$ cat src/rtl/lfsr_pkg.sv
// Shared LFSR constants, scheduler state encoding and the team step function.
package lfsr_pkg;

  localparam int unsigned LFSR_WIDTH = 8;
  localparam logic [LFSR_WIDTH-1:0] TAPS_UP = 8'h63;
  localparam logic [LFSR_WIDTH-1:0] TAPS_DN = 8'hB1;

  typedef enum logic [1:0] {
    IDLE,
    LOAD,
    RUN,
    DONE
  } state_t;

  // XNOR LFSR step: up shifts right with feedback into the MSB, down shifts left into the LSB.
  function automatic logic [LFSR_WIDTH-1:0] lfsr_next(input logic [LFSR_WIDTH-1:0] count,
                                                      input logic dir);
    if (dir) begin
      return {~^(count & TAPS_UP), count[LFSR_WIDTH-1:1]};
    end
    return {count[LFSR_WIDTH-2:0], ~^(count & TAPS_DN)};
  endfunction

endpackage

$ cat src/rtl/lfsr_timer_sched_core.sv
// LFSR count register: cleared on load, advanced one XNOR step per step strobe.
module lfsr_core #(
  parameter int unsigned      WIDTH   = 8,
  parameter logic [WIDTH-1:0] TAPS_UP = 8'h63,
  parameter logic [WIDTH-1:0] TAPS_DN = 8'hB1
) (
  input  logic             clk,
  input  logic             reset,
  input  logic             load,
  input  logic             step,
  input  logic             dir,
  output logic [WIDTH-1:0] count
);

  logic [WIDTH-1:0] next_up;
  logic [WIDTH-1:0] next_dn;

  assign next_up = {~^(count & TAPS_UP), count[WIDTH-1:1]};
  assign next_dn = {count[WIDTH-2:0], ~^(count & TAPS_DN)};

  always_ff @(posedge clk) begin
    if (reset) begin
      count <= '0;
    end else if (load) begin
      count <= '0;
    end else if (step) begin
      count <= dir ? next_up : next_dn;
    end
  end

endmodule

$ cat src/rtl/lfsr_timer_sched.sv
// Round-robin scheduler sharing one LFSR interval counter among NREQ requesters.
module lfsr_timer_sched #(
  parameter int unsigned      WIDTH   = lfsr_pkg::LFSR_WIDTH,
  parameter int unsigned      NREQ    = 4,
  parameter logic [WIDTH-1:0] TAPS_UP = lfsr_pkg::TAPS_UP,
  parameter logic [WIDTH-1:0] TAPS_DN = lfsr_pkg::TAPS_DN
) (
  input  logic                  clk,
  input  logic                  reset,
  input  logic [NREQ-1:0]       req,
  input  logic [NREQ-1:0]       req_dir,
  input  logic [NREQ*WIDTH-1:0] req_term,
  output logic [NREQ-1:0]       grant,
  output logic [NREQ-1:0]       done,
  output logic [NREQ-1:0]       err,
  output logic                  busy,
  output logic [WIDTH-1:0]      count
);

  import lfsr_pkg::*;

  localparam int unsigned SELW = (NREQ > 1) ? $clog2(NREQ) : 1;
  // Last step index of a full maximal-length period (the lock-up state is never visited).
  localparam logic [WIDTH-1:0] STEP_MAX = WIDTH'((64'd1 << WIDTH) - 64'd2);

  state_t            state, state_next;
  logic [SELW-1:0]   sel, sel_next;
  logic              dir, dir_next;
  logic [WIDTH-1:0]  term, term_next;
  logic [SELW-1:0]   rr_ptr, rr_ptr_next;
  logic [WIDTH-1:0]  step_cnt, step_cnt_next;
  logic [NREQ-1:0]   grant_next, done_next, err_next;
  logic              load, step;
  logic [SELW-1:0]   pick, sel_succ;
  logic              pick_valid;
  int unsigned       idx;
  logic [WIDTH-1:0]  term_arr [NREQ];

  for (genvar g = 0; g < NREQ; g++) begin : g_term
    assign term_arr[g] = req_term[g*WIDTH +: WIDTH];
  end

  assign sel_succ = (sel == SELW'(NREQ - 1)) ? '0 : sel + SELW'(1);

  // First pending requester at or after rr_ptr, wrapping.
  always_comb begin
    pick       = '0;
    pick_valid = 1'b0;
    idx        = 0;
    for (int unsigned i = 0; i < NREQ; i++) begin
      idx = (32'(rr_ptr) + i) % NREQ;
      if (!pick_valid && req[SELW'(idx)]) begin
        pick_valid = 1'b1;
        pick       = SELW'(idx);
      end
    end
  end

  always_comb begin
    state_next    = state;
    sel_next      = sel;
    dir_next      = dir;
    term_next     = term;
    rr_ptr_next   = rr_ptr;
    step_cnt_next = step_cnt;
    grant_next    = grant;
    done_next     = '0;
    err_next      = '0;
    load          = 1'b0;
    step          = 1'b0;
    case (state)
      IDLE: begin
        if (pick_valid) begin
          sel_next   = pick;
          dir_next   = req_dir[pick];
          term_next  = term_arr[pick];
          grant_next = NREQ'(1) << pick;
          state_next = LOAD;
        end
      end
      LOAD: begin
        load          = 1'b1;
        step_cnt_next = '0;
        state_next    = RUN;
      end
      RUN: begin
        // Abort has priority over a match seen in the same cycle.
        if (!req[sel]) begin
          grant_next  = '0;
          rr_ptr_next = sel_succ;
          state_next  = IDLE;
        end else if (count == term) begin
          grant_next = '0;
          done_next  = NREQ'(1) << sel;
          state_next = DONE;
        end else if (step_cnt == STEP_MAX) begin
          grant_next = '0;
          err_next   = NREQ'(1) << sel;
          state_next = DONE;
        end else begin
          step          = 1'b1;
          step_cnt_next = step_cnt + WIDTH'(1);
        end
      end
      DONE: begin
        rr_ptr_next = sel_succ;
        state_next  = IDLE;
      end
      default: state_next = IDLE;
    endcase
  end

  always_ff @(posedge clk) begin
    if (reset) begin
      state    <= IDLE;
      sel      <= '0;
      dir      <= 1'b0;
      term     <= '0;
      rr_ptr   <= '0;
      step_cnt <= '0;
      grant    <= '0;
      done     <= '0;
      err      <= '0;
      busy     <= 1'b0;
    end else begin
      state    <= state_next;
      sel      <= sel_next;
      dir      <= dir_next;
      term     <= term_next;
      rr_ptr   <= rr_ptr_next;
      step_cnt <= step_cnt_next;
      grant    <= grant_next;
      done     <= done_next;
      err      <= err_next;
      busy     <= (state_next != IDLE);
    end
  end

  lfsr_core #(
    .WIDTH  (WIDTH),
    .TAPS_UP(TAPS_UP),
    .TAPS_DN(TAPS_DN)
  ) u_core (
    .clk  (clk),
    .reset(reset),
    .load (load),
    .step (step),
    .dir  (dir),
    .count(count)
  );

endmodule

$ cat config.mk
export PLATFORM = sky130hd
export DESIGN_NAME = lfsr_timer_sched
export DESIGN_NICKNAME = d
export VERILOG_FILES = /design/src/rtl/lfsr_pkg.sv /design/src/rtl/lfsr_timer_sched_core.sv /design/src/rtl/lfsr_timer_sched.sv
export SDC_FILE = /design/constraint.sdc
export NUM_CORES = 1
export LEC_CHECK = 0
export BUFFER_PORTS_ARGS = -buffer_cell sky130_fd_sc_hd__clkbuf_2
export CORE_ASPECT_RATIO = 0.5
export CORE_MARGIN = 8
export CORE_UTILIZATION = 54
export CTS_CLUSTER_DIAMETER = 60
export DETAILED_ROUTE_END_ITERATION = 7
export PLACE_DENSITY = 0.93
export SETUP_SLACK_MARGIN = 0.2
export SLEW_MARGIN = 40
export SYNTH_ARGS = -nofsm -noshare
export SYNTH_HDL_FRONTEND = slang
export SYNTH_SLANG_ARGS = --single-unit
$ cat constraint.sdc
create_clock -name clk -period 2.8 [get_ports clk]
set_clock_uncertainty 0.05 [all_clocks]
set_input_delay 0.28 -clock clk [delete_from_list [all_inputs] [get_ports clk]]
set_output_delay 0.28 -clock clk [all_outputs]
set_load 0.01 [all_outputs]
Word level (Yosys, flattened, before mapping)
Cells that the tools add are included.
{"block": "totals", "ff_bits": 44, "in_bits": 42, "out_inout_bits": 21, "word_cells": 108}
{"block": "op_classes", "add_sub_neg": 5, "magnitude_cmp": 7, "eq_ne": 12, "shifts": 2, "mux": 46, "bitwise": 5, "reduce_logical": 20}
{"operator": "two-way mux 8 bit", "count": 6}
{"operator": "two-way mux 2 bit", "count": 10}
{"operator": "less-than comparator 2 x 3 -> 1 bit (second input constant)", "count": 6}
{"operator": "binary-select mux 8 bit (select 2 bit)", "count": 1}
{"operator": "two-way mux 4 bit", "count": 4}
{"operator": "case mux 8 bit (2 select lines)", "count": 1}
{"operator": "XNOR reduction 8 bit", "count": 2}
{"operator": "two-way mux 1 bit", "count": 15}
{"operator": "binary-select mux 1 bit (select 2 bit)", "count": 6}
{"operator": "!= test 2 bit (second input constant)", "count": 5}
{"operator": "adder 8 x 1 -> 8 bit (second input constant)", "count": 1}
{"operator": "equality test 8 bit", "count": 1}
{"operator": "equality test 8 bit (second input constant)", "count": 1}
{"operator": "case mux 2 bit (4 select lines)", "count": 1}
{"operator": "case mux 4 bit (2 select lines)", "count": 1}
{"operator": "nonzero test 2 bit", "count": 4}
{"operator": "left shift 1 x 2 -> 4 bit (first input constant)", "count": 2}
{"operator": "equality test 2 bit (second input constant)", "count": 3}
{"operator": "OR reduction 5 bit", "count": 1}
{"operator": "adder 2 x 1 -> 2 bit (second input constant)", "count": 2}
{"operator": "adder 2 bit (second input constant)", "count": 2}
{"operator": "!= test 4 bit (second input constant)", "count": 1}
{"operator": "inverter 1 bit", "count": 4}
{"operator": "case mux 2 bit (2 select lines)", "count": 1}
{"operator": "11 further kinds", "count": 16}

Logic depth before layout (Yosys ltp)
Gate-level depths: netlist (run 1).
{"block": "depth", "depth_word": 16, "mapped_depth": 8}

Hierarchy
A second synthesis (run 1) with hierarchy kept.
{"block": "unflattened", "cells_unflattened": 289, "area_unflattened_um2": 2491.1}
{"module": "lfsr_timer_sched", "instances": 1, "cells_each": 246, "area_each_um2": 2090.8}
{"module": "lfsr_core", "instances": 1, "cells_each": 43, "area_each_um2": 400.4}

Least setup slack after synthesis (run 1)
Ideal clock, no wire load.
{"block": "synth_path", "path_type": "reg-to-reg", "startpoint": "register sel[0]", "endpoint": "register u_core.count[5]", "setup_ps": 132, "arrival_ps": 1714, "path_slack_ps": 904, "stages_incl_launch_ff": 8, "path_buffers": 2, "path_cell_list": "dfxtp_1 mux4_1 nand3_2 or2_1 clkbuf_2 buf_2 a2111oi_0 nor3_1"}
{"block": "synth_between", "elab_chain_len": 4}
{"element": "start, declared", "line": "lfsr_timer_sched.sv:27", "text": "logic [SELW-1:0] sel, sel_next;"}
{"element": "start signal, assigned", "line": "lfsr_timer_sched.sv:127", "text": "sel <= sel_next;"}
{"element": "binary-select mux 1 bit (select 2 bit)", "line": "lfsr_timer_sched.sv:88", "text": "if (!req[sel]) begin"}
{"element": "two-way mux 1 bit (implied by the code)", "line": "lfsr_timer_sched.sv:88"}
{"element": "two-way mux 1 bit", "line": "lfsr_timer_sched.sv:88"}
{"element": "two-way mux 1 bit", "line": "lfsr_timer_sched.sv:71", "text": "case (state)"}
{"element": "end signal, assigned", "line": "lfsr_timer_sched_core.sv:27", "text": "count <= dir ? next_up : next_dn;"}
{"element": "end, declared", "line": "lfsr_timer_sched_core.sv:12", "text": "output logic [WIDTH-1:0] count"}
No other way between the ends. The select of a mux whose other input is x is not followed.
A chain may end at the register's enable or synchronous reset.

Worst setup path in the final report (run 1)
{"block": "layout_path", "startpoint": "register sel[0]", "endpoint": "register step_cnt[4]"}
{"block": "layout_between", "elab_chain_len": 4}
{"element": "binary-select mux 1 bit (select 2 bit)", "line": "lfsr_timer_sched.sv:88"}
{"element": "two-way mux 1 bit (implied by the code)", "line": "lfsr_timer_sched.sv:88"}
{"element": "!= test 2 bit (no source line)"}
{"element": "AND reduction 4 bit (no source line)"}
{"element": "end signal, assigned", "line": "lfsr_timer_sched.sv:131", "text": "step_cnt <= step_cnt_next;"}
{"element": "end, declared", "line": "lfsr_timer_sched.sv:31", "text": "logic [WIDTH-1:0] step_cnt, step_cnt_next;"}
No other way between the ends. The select of a mux whose other input is x is not followed.

==> qor.yml, run 1 <==
min_path_cells: 3
fillers: 314
finalCritPeriodShare: 0.775
synth_area_leaders: "dfxtp_1 38%, mux2i_1 10%, a21oi_1 3.9%"
numCtsBuffers: 5
wl_per_cell_um: 15.6
nets: 365
cts_tree: "done"
placed_cell_area_um2: 2640
synth-seq-area-share: 0.381
worstPathBufferInverterCount: 0
start_util: 0.578
cp_cell_sequence: "mux4_1 > nand3_2 > or2_1 > or4_1 > a21oi_1"
htreeDepth: 2
critical_path_arrival_ps: 2350
grt_max_degree: 30
worstSetupPathType: "flip-flop to flip-flop"
power_mw: 1.43
drc: 0
vdd_drop_max_uv: 250
cp-startpoint: "sel[0]"
synth.top_cell.area_share: 0.381
wl_met3_um: 370
yosys.area.top_type: "dfxtp_1"
dr_wl_met2_um: 2900
synthDistinctLibCells: 43
r2r_start: "sel[0]"
worstSetupEndpointType: "flip-flop"
rrSetupSlack_ps: 630
cts_resized: 0
setup_violations: 0
syn_area_per_cell_um2: 8.83
powerDensity_nw_per_um2: 525
cp_data_required_time_ps: 2980
antenna_cells: 0
ys_warn_count: 0
gp_congestion: 0.789
crit_path_start_kind: "flip-flop"
grt_pass1_wl_um: 9440
synthesis.nets: 310
grt_pass1_vias: 2080
endpoint: "step_cnt[4]"
post-place-ws_ps: 687
ys_ff_latch: 44
grt-ovfl-total: 0
drt_first_pass_iters: 4
hp-class: "input pin to flip-flop"
maxCapViolations: 0
viasPerCell: 5.74
path_max_fanout: 16
most-common-layout-cells: "62 x clkbuf_2, 44 x dfxtp_1, 23 x mux2i_1"
post-cts-setup-buffers: 0
cts_hold_buffers: 0
synth_top_flop_cell: "dfxtp_1"
clock-sinks: 44
ios: 63
clk_root_buffer_cell: "clkbuf_8"
synth.cell_area_um2: 2310
detail-route-antenna-nets: 0
fin_ws_ps: 630
p_leak_nw: 1.15
grt.total_usage: 0.169
critical-path-max-stage-delay_ps: 540
drive_above_1_share: 0.227
relSlewSlack: 0.582
area_growth_pct: 17.6
routed_wl_um: 5780
r2r_cells: 5
crit_family: "simple AND/OR/NAND/NOR gates"
die_y_um: 62.3
vias: 2130
rsz0062_at_grt: "no"
synth_edf_count: 0
place.port_buffers: 62
worst_pin_slew_ps: 627
top_layer: "met4"
die-area_um2: 6760
layout_commonest_cell: "clkbuf_2"
fp-row-count: 16
outcome: "finished, final reports clean"
cp.depth: 5
hold_viol_final: 0
slowest_stage: "or4_1"
dp_hpwl_um: 4280
fmaxAchievable_mhz: 461
slew_violations: 0
r2r_end: "step_cnt[4]"
setup_tns_ps: 0
design_area_um2: 2720
antenna_found_initial: 0
async_flop_share: 0
layout_min_cycle_time_ps: 2170
drtIter0Drc: 222
routedLengthMet1_um: 2400
core_area_um2: 4000
clock_path_buffers: 2
fp.dieW_um: 109
fin_hold_ws_ps: 245
clkLatencyLatePin_ps: 300
syn_inst: 262
path_clk_slew_ps: 80
-- routing by layer --
metal / vias to the layer above / track usage
met5: - / 0
met4: 0 / 0.0761
met3: 11 / 0.0484
met2: 76 / 0.278
met1: 988 / 0.199
li1: 1055 / -
-- kinds of logic after synthesis --
family / after synthesis / share of synthesized area
AOI/OAI and AO/OA: 55 / 0.166
xor gates and xnor gates: 12 / 0.0454
adders and majority gates: 6 / 0.0324
buffers and inverters: 31 / 0.0530
DFF: 44 / 0.381
muxes: 24 / 0.111
and+or+nand+nor: 90 / 0.211
-- metrics by stage --
| stage | cells | utilization |
|---|---|---|
| after floorplan | 262 | - |
| after global placement | 364 | 0.660 |
| after detailed placement | 364 | 0.660 |
| after CTS | 371 | 0.680 |
| after global routing | 371 | 0.680 |
| final | 371 | 0.680 |
-- cells in the mapped netlist, drive strengths merged (2+ instances only) --
library cell  instances
inv                  14
a2111oi               6
ha                    6
xnor2                 2
nor4                  3
nor2                 21
nand2                11
buf                   4
o21ai                 4
or4                   3
a21oi                18
a31oi                 2
o32ai                 4
nor3                 10
and4                  2
mux2i                23
nand3b                9
clkbuf               13
nand3                 5
and2                  2
nor2b                 7
o221ai                9
o211ai                2
xor2                 10
dfxtp                44
nand2b               12
nand4                 2
-- registers in the layout (all words and copies together), names as in the netlist --
name / cells
u_core.count: 8
rr_ptr: 2
busy: 1
term: 8
state: 2
sel: 2
step_cnt: 8
grant: 4
err: 4
done: 4
dir: 1
-- how the worst min path moves through the flow --
stage                  from  slack (ps)           to
6_report        req_term[3]         240      term[3]
5_1_grt         req_term[9]         260      term[1]
4_1_cts        req_term[15]         250      term[7]
3_5_place_dp       grant[3]         430     grant[3]
3_3_place_gp    step_cnt[7]         410  step_cnt[7]
2_1_floorplan   step_cnt[5]         400  step_cnt[5]
-- tightest hold or removal path, stage by stage --
cell and delay, ps:
clkbuf_2 70, mux2i_1 50, o221ai_1 150
-- power by group --
| part | switching, mW | internal (mW) |
|---|---|---|
| Clock | 0.211 | 0.170 |
| Combinational | 0.204 | 0.131 |
| Sequential | 0.0448 | 0.667 |
| Total | 0.459 | 0.968 |
-- final cells by class --
cell class	count	area (um2)	share of cell area
multi-input combinational	187	1310	0.481
sequential	44	881	0.324
timing repair buffer	65	333	0.122
clock buffer	6	72.6	0.0267
tap	54	67.6	0.0248
inverter	14	52.6	0.0193
clock inverter	1	5.00	0.00184
(Power assumes the default switching activity.)
==> run 2, diff against run 1 <==
- ABC_AREA: not set -> 1
- CORE_UTILIZATION: 54 -> 49
- PLACE_DENSITY: 0.93 -> 0.87
- clock period: 2.8 -> 1.98 ns (I/O delays scaled with it)
==> run 2 against run 1 <==
Effect of this change:
- the flow now finishes with violations (setup timing)
- sequential share of layout area fell by 7.5 points
- critical path depth rose by 10
- synthesized area rose by 18%
- power rose to 3.3 times the previous value
- final cell count rose by 54%
- hold slack got worse by 120 ps
- die area rose by 24%
- largest power group is now combinational cells
==> qor.yml, run 2 <==
powerDensity_nw_per_um2: 1280
dp_hpwl_um: 5310
ys_warn_count: 0
grt_max_degree: 19
routed_wl_um: 8840
area_growth_pct: 32.4
drtIter0Drc: 460
detail-route-antenna-nets: 0
cts_hold_buffers: 0
crit_family: "simple AND/OR/NAND/NOR gates"
layout_min_cycle_time_ps: 2000
clock_path_buffers: 2
synth_top_flop_cell: "dfxtp_1"
synthDistinctLibCells: 32
fp.dieW_um: 122
synth_area_leaders: "dfxtp_1 32%, nand2_1 19%, inv_1 6.9%"
hp-class: "input pin to flip-flop"
critical_path_arrival_ps: 2160
ys_ff_latch: 44
die-area_um2: 8370
cp.depth: 15
grt_pass1_wl_um: 12000
numCtsBuffers: 5
layout_commonest_cell: "nand2_1"
violations: "setup timing"
antenna_found_initial: 0
cp_data_required_time_ps: 2150
endpoint: "term[1]"
r2r_end: "term[1]"
biggestRegsByFlops: "step_cnt: 8 flops, term: 8 flops, u_core.count: 8 flops"
yosys.area.top_type: "dfxtp_1"
hold_viol_final: 0
drive_above_1_share: 0.303
maxCapViolations: 0
finalCritPeriodShare: 1.01
p_leak_nw: 1.76
setup_violations: 3
syn_area_per_cell_um2: 6.48
wl_per_cell_um: 15.5
syn_inst: 422
path_max_fanout: 10
final_util: 0.665
worstSetupEndpointType: "flip-flop"
critical_path.most_common_cell: "nand2_1"
grt_pass1_vias: 2605
grt-ovfl-total: 0
r2r_start: "rr_ptr[0]"
path_clk_slew_ps: 90
worst_pin_slew_ps: 518
synth-seq-area-share: 0.322
r2r_cells: 15
async_flop_share: 0
ys_top_cells_by_count: "138 x nand2_1, 50 x inv_1, 44 x dfxtp_1"
relSlewSlack: 0.654
yosysMostFrequentCell: "nand2_1"
cp-startpoint: "rr_ptr[0]"
worstPathBufferInverterCount: 4
ios: 63
synthesis.nets: 470
antenna_cells: 0
clk_root_buffer_cell: "clkbuf_8"
most-common-layout-cells: "128 x nand2_1, 62 x clkbuf_2, 47 x inv_1"
drc: 0
gp_congestion: 0.892
drt_first_pass_iters: 5
viasPerCell: 5.67
fmaxAchievable_mhz: 501
synth_edf_count: 0
die_y_um: 68.8
cp_cell_sequence: "buf_12 > inv_8 > nand2_1 > nand2_2 > nand2_4 > nand2_4 > nor2_8 > nand3_4 > clkbuf_16 > nand4_1 > nand2_1 > nand2_2 > nand3_2 > nand2_1 > inv_1"
slew_violations: 0
start_util: 0.502
vias: 3239
rrSetupSlack_ps: -20
place.port_buffers: 62
fin_hold_ws_ps: 126
clock-sinks: 44
nets: 545
htreeDepth: 2
slowest_stage: "dfxtp_4"
synth.cell_area_um2: 2740
grt.total_usage: 0.175
worstSetupPathType: "flip-flop to flip-flop"
cts_tree: "done"
vdd_drop_max_uv: 635
rsz0062_at_grt: "yes"
crit_path_start_kind: "flip-flop"
fp-row-count: 19
outcome: "complete, but fails checks"
fin_ws_ps: -17.4
core_area_um2: 5440
clkLatencyLatePin_ps: 310
critical-path-max-stage-delay_ps: 380
synth.top_cell.area_share: 0.322
==> run 2: cell types whose count changed after synthesis, moves of 12 or more <==
cell and delta:
nand2_1 +127, o21ai_0 +17, nand4_1 +27, mux2i_1 -23, nand2_2 +12, nand3_1 +17
a21oi_1 +14, inv_1 +36, nand2b_1 -12
==> run 2: how the worst min path moves through the flow <==
stage                   from     endpoint  slack [ps]  cells past startpoint
global placement    grant[2]     grant[2]         400                      2
floorplan              reset      term[7]         290                      3
finish                 reset  step_cnt[4]         130                      2
detailed placement  grant[2]     grant[2]         410                      2
global route           reset     state[0]         150                      2
CTS                    reset  step_cnt[4]         110                      2
==> run 2: kinds of logic (layout without fill, tap and decap cells) <==
kind of cell / Yosys count / in the layout / synth area share
flip-flops: 44 / 44 / 0.322
XOR/XNOR: 7 / 7 / 0.0224
adder cells (fa/ha/maj): 6 / 6 / 0.0274
AO/OA/AOI/OAI: 59 / 59 / 0.118
AND/OR/NAND/NOR: 237 / 238 / 0.398
buffers and inverters: 69 / 144 / 0.113
==> run 2: area by class of cell <==
cell class,count,area (um2)
Inverter,53,206
Fill cell,380,1820
Tap cell,73,91.3
Clock buffer,5,68.8
Timing Repair Buffer,83,593
Sequential cell,44,902
Clock inverter,3,46.3
Multi-Input combinational cell,310,1710
==> run 2: stage by stage <==
step           power, mW  cell area [um2]  TNS, ps  setup WS (ps)  cells
6_report            4.65             3620    -38.3          -17.4    571
5_1_grt             4.91             3620     -723           -119    571
4_1_cts             4.03             3330        0            133    565
3_5_place_dp        3.24             3160        0           5.63    554
3_3_place_gp        3.21             3160        0           28.2    554
2_1_floorplan       2.76             2740        0            272    422
==> run 2: per-layer routing <==
metal | GRT usage | vias to the layer above | share of wire
li1 | - | 1522 | -
met1 | 0.232 | 1486 | 0.41
met2 | 0.269 | 205 | 0.48
met3 | 0.0447 | 26 | 0.096
met4 | 0.0700 | 0 | 0.019
met5 | 0 | - | 0
==> run 2: timing repair <==
item / in CTS / in global routing
endpoints found under the setup margin: 22 / 33
resized for setup: 9 / 62
buffers inserted: 2 / 2
gates cloned: 1 / 4
pin swaps: 1 / 18
==> run 2: report_power, final <==
group,switching [mW],internal (mW),leakage [nW]
logic,1.64,0.991,1.34
clock network,0.342,0.380,0.0548
registers,0.212,1.08,0.365
==> run 2: worst reg2reg max path, delay by kind of cell (launching register included) <==
kind / cells / cell delay, ps
simple gates: 11 / 1030
buf+inv: 4 / 440
flops: 1 / 380
==> run 3, diff against run 2 <==
- SETUP_SLACK_MARGIN: 0.2 -> 0.15
==> run 3 against run 2 <==
Effect of this change:
- the flow still finishes with violations (setup timing)
- first-iteration DRC count is 40% higher
- flip-flop and latch count did not move
- setup slack got worse by 84 ps
- sequential power about the same
- via count rose by 14%
- utilization increased by 5.3 points
- routed wire length rose by 27%
- critical endpoint is now term[6]
- largest cell class unchanged
- largest power group unchanged
==> qor.yml, run 3 (synthesized netlist as in run 2, its figures left out) <==
outcome: "complete, but fails checks"
violations: "setup timing"
core_area_um2: 5440
layout_commonest_cell: "nand2_1"
grt_pass1_vias: 2531
clock-sinks: 44
drtIter0Drc: 646
drt_first_pass_iters: 6
design_area_um2: 3910
cts_hold_buffers: 0
fmaxAchievable_mhz: 480
gp_congestion: 0.892
top_layer: "met4"
power_mw: 5.29
dp_hpwl_um: 5310
detail-route-antenna-nets: 0
powerDensity_nw_per_um2: 1350
nets: 558
hold_viol_final: 0
path_max_fanout: 5
dr_wl_met2_um: 5000
cts_tree: "done"
p_leak_nw: 1.90
finalCritPeriodShare: 1.05
drive_above_1_share: 0.331
final_util: 0.719
grt_pass1_wl_um: 11600
biggestRegsByFlops: "step_cnt: 8 flops, term: 8 flops, u_core.count: 8 flops"
fp.dieW_um: 122
worstSetupEndpointType: "flip-flop"
drc: 0
path_clk_slew_ps: 100
routed_wl_um: 11300
ios: 63
clock_path_buffers: 2
die-area_um2: 8370
grt.total_usage: 0.170
dp_cells: 554
wl_met3_um: 1360
routedLengthMet1_um: 4070
numCtsBuffers: 5
worstSetupPathType: "flip-flop to flip-flop"
maxCapViolations: 0
instances_no_fill: 584
place.port_buffers: 62
grt-ovfl-total: 0
wl_per_cell_um: 19.3
rsz0062_at_grt: "yes"
die_y_um: 68.8
setup_violations: 8
clk_root_buffer_cell: "clkbuf_8"
fin_ws_ps: -101
layout_min_cycle_time_ps: 2080
worst_pin_slew_ps: 580
placed_cell_area_um2: 3160
critical_path_arrival_ps: 2300
setup_tns_ps: -469
cp_data_required_time_ps: 2200
slew_violations: 0
antenna_cells: 0
start_util: 0.502
fp-row-count: 19
relSlewSlack: 0.613
area_growth_pct: 43.0
vdd_drop_max_uv: 854
grt_max_degree: 22
viasPerCell: 6.30
crit_path_start_kind: "flip-flop"
antenna_found_initial: 0
vias: 3682
htreeDepth: 2
clkLatencyLatePin_ps: 320
hp-class: "input pin to flip-flop"
most-common-layout-cells: "121 x nand2_1, 62 x clkbuf_2, 47 x inv_1"
run 3: path summary, 6_finish.rpt:
check	cells past startpoint	to	from	slack, ps
min reg2reg	2	grant[0]	grant[0]	450
min	2	step_cnt[4]	reset	140
max	15	term[6]	rr_ptr[0]	-100
max reg2reg	15	term[6]	rr_ptr[0]	-100
run 3: per-layer routing:
metal	up-vias	global-route usage
met5	-	0
met4	0	0.0700
met3	135	0.0431
met2	352	0.259
met1	1641	0.228
li1	1554	-
run 3: critical path, cell delays in order (launching register included):
cell and delay [ps]:
dfxtp_4 380, clkbuf_16 150, nand2_1 110, nand2_4 90, nand2_4 70, nand2_4 60, nor2_8 180, nand3_4 170
buf_6 170, nand3_4 100, nand2_1 70, nand2_1 70, nand2_1 60, nand3_1 110, nand2_1 100, inv_1 80
run 3: stage by stage:
step	setup slack [ps]	hold slack, ps
4_1_cts	131	109
6_report	-101	137
3_3_place_gp	28.2	402
3_5_place_dp	5.63	414
2_1_floorplan	272	293
5_1_grt	-269	145
run 3: layout make-up:
type / count / area (um2)
inverter: 53 / 225
clock buffer: 5 / 68.8
multi-input combinational: 313 / 1810
tap: 73 / 91.3
fill: 319 / 1530
sequential: 44 / 898
timing repair buffer: 93 / 774
clock inverter: 3 / 46.3
run 3: repair_timing:
action | in CTS | in global routing
buffers inserted | 1 | 7
gates resized for setup | 6 | 87
hold endpoints to repair | 0 | 0
cloned | 0 | 14
pin swaps | 0 | 34
endpoints found under the setup margin | 14 | 32
run 3: where the power goes:
group / internal, mW / leakage (nW) / total [mW] / switching (mW)
combinational: 1.25 / 1.48 / 3.24 / 1.98
sequential: 1.08 / 0.364 / 1.31 / 0.229
clock: 0.381 / 0.0548 / 0.745 / 0.364
total: 2.71 / 1.90 / 5.29 / 2.57
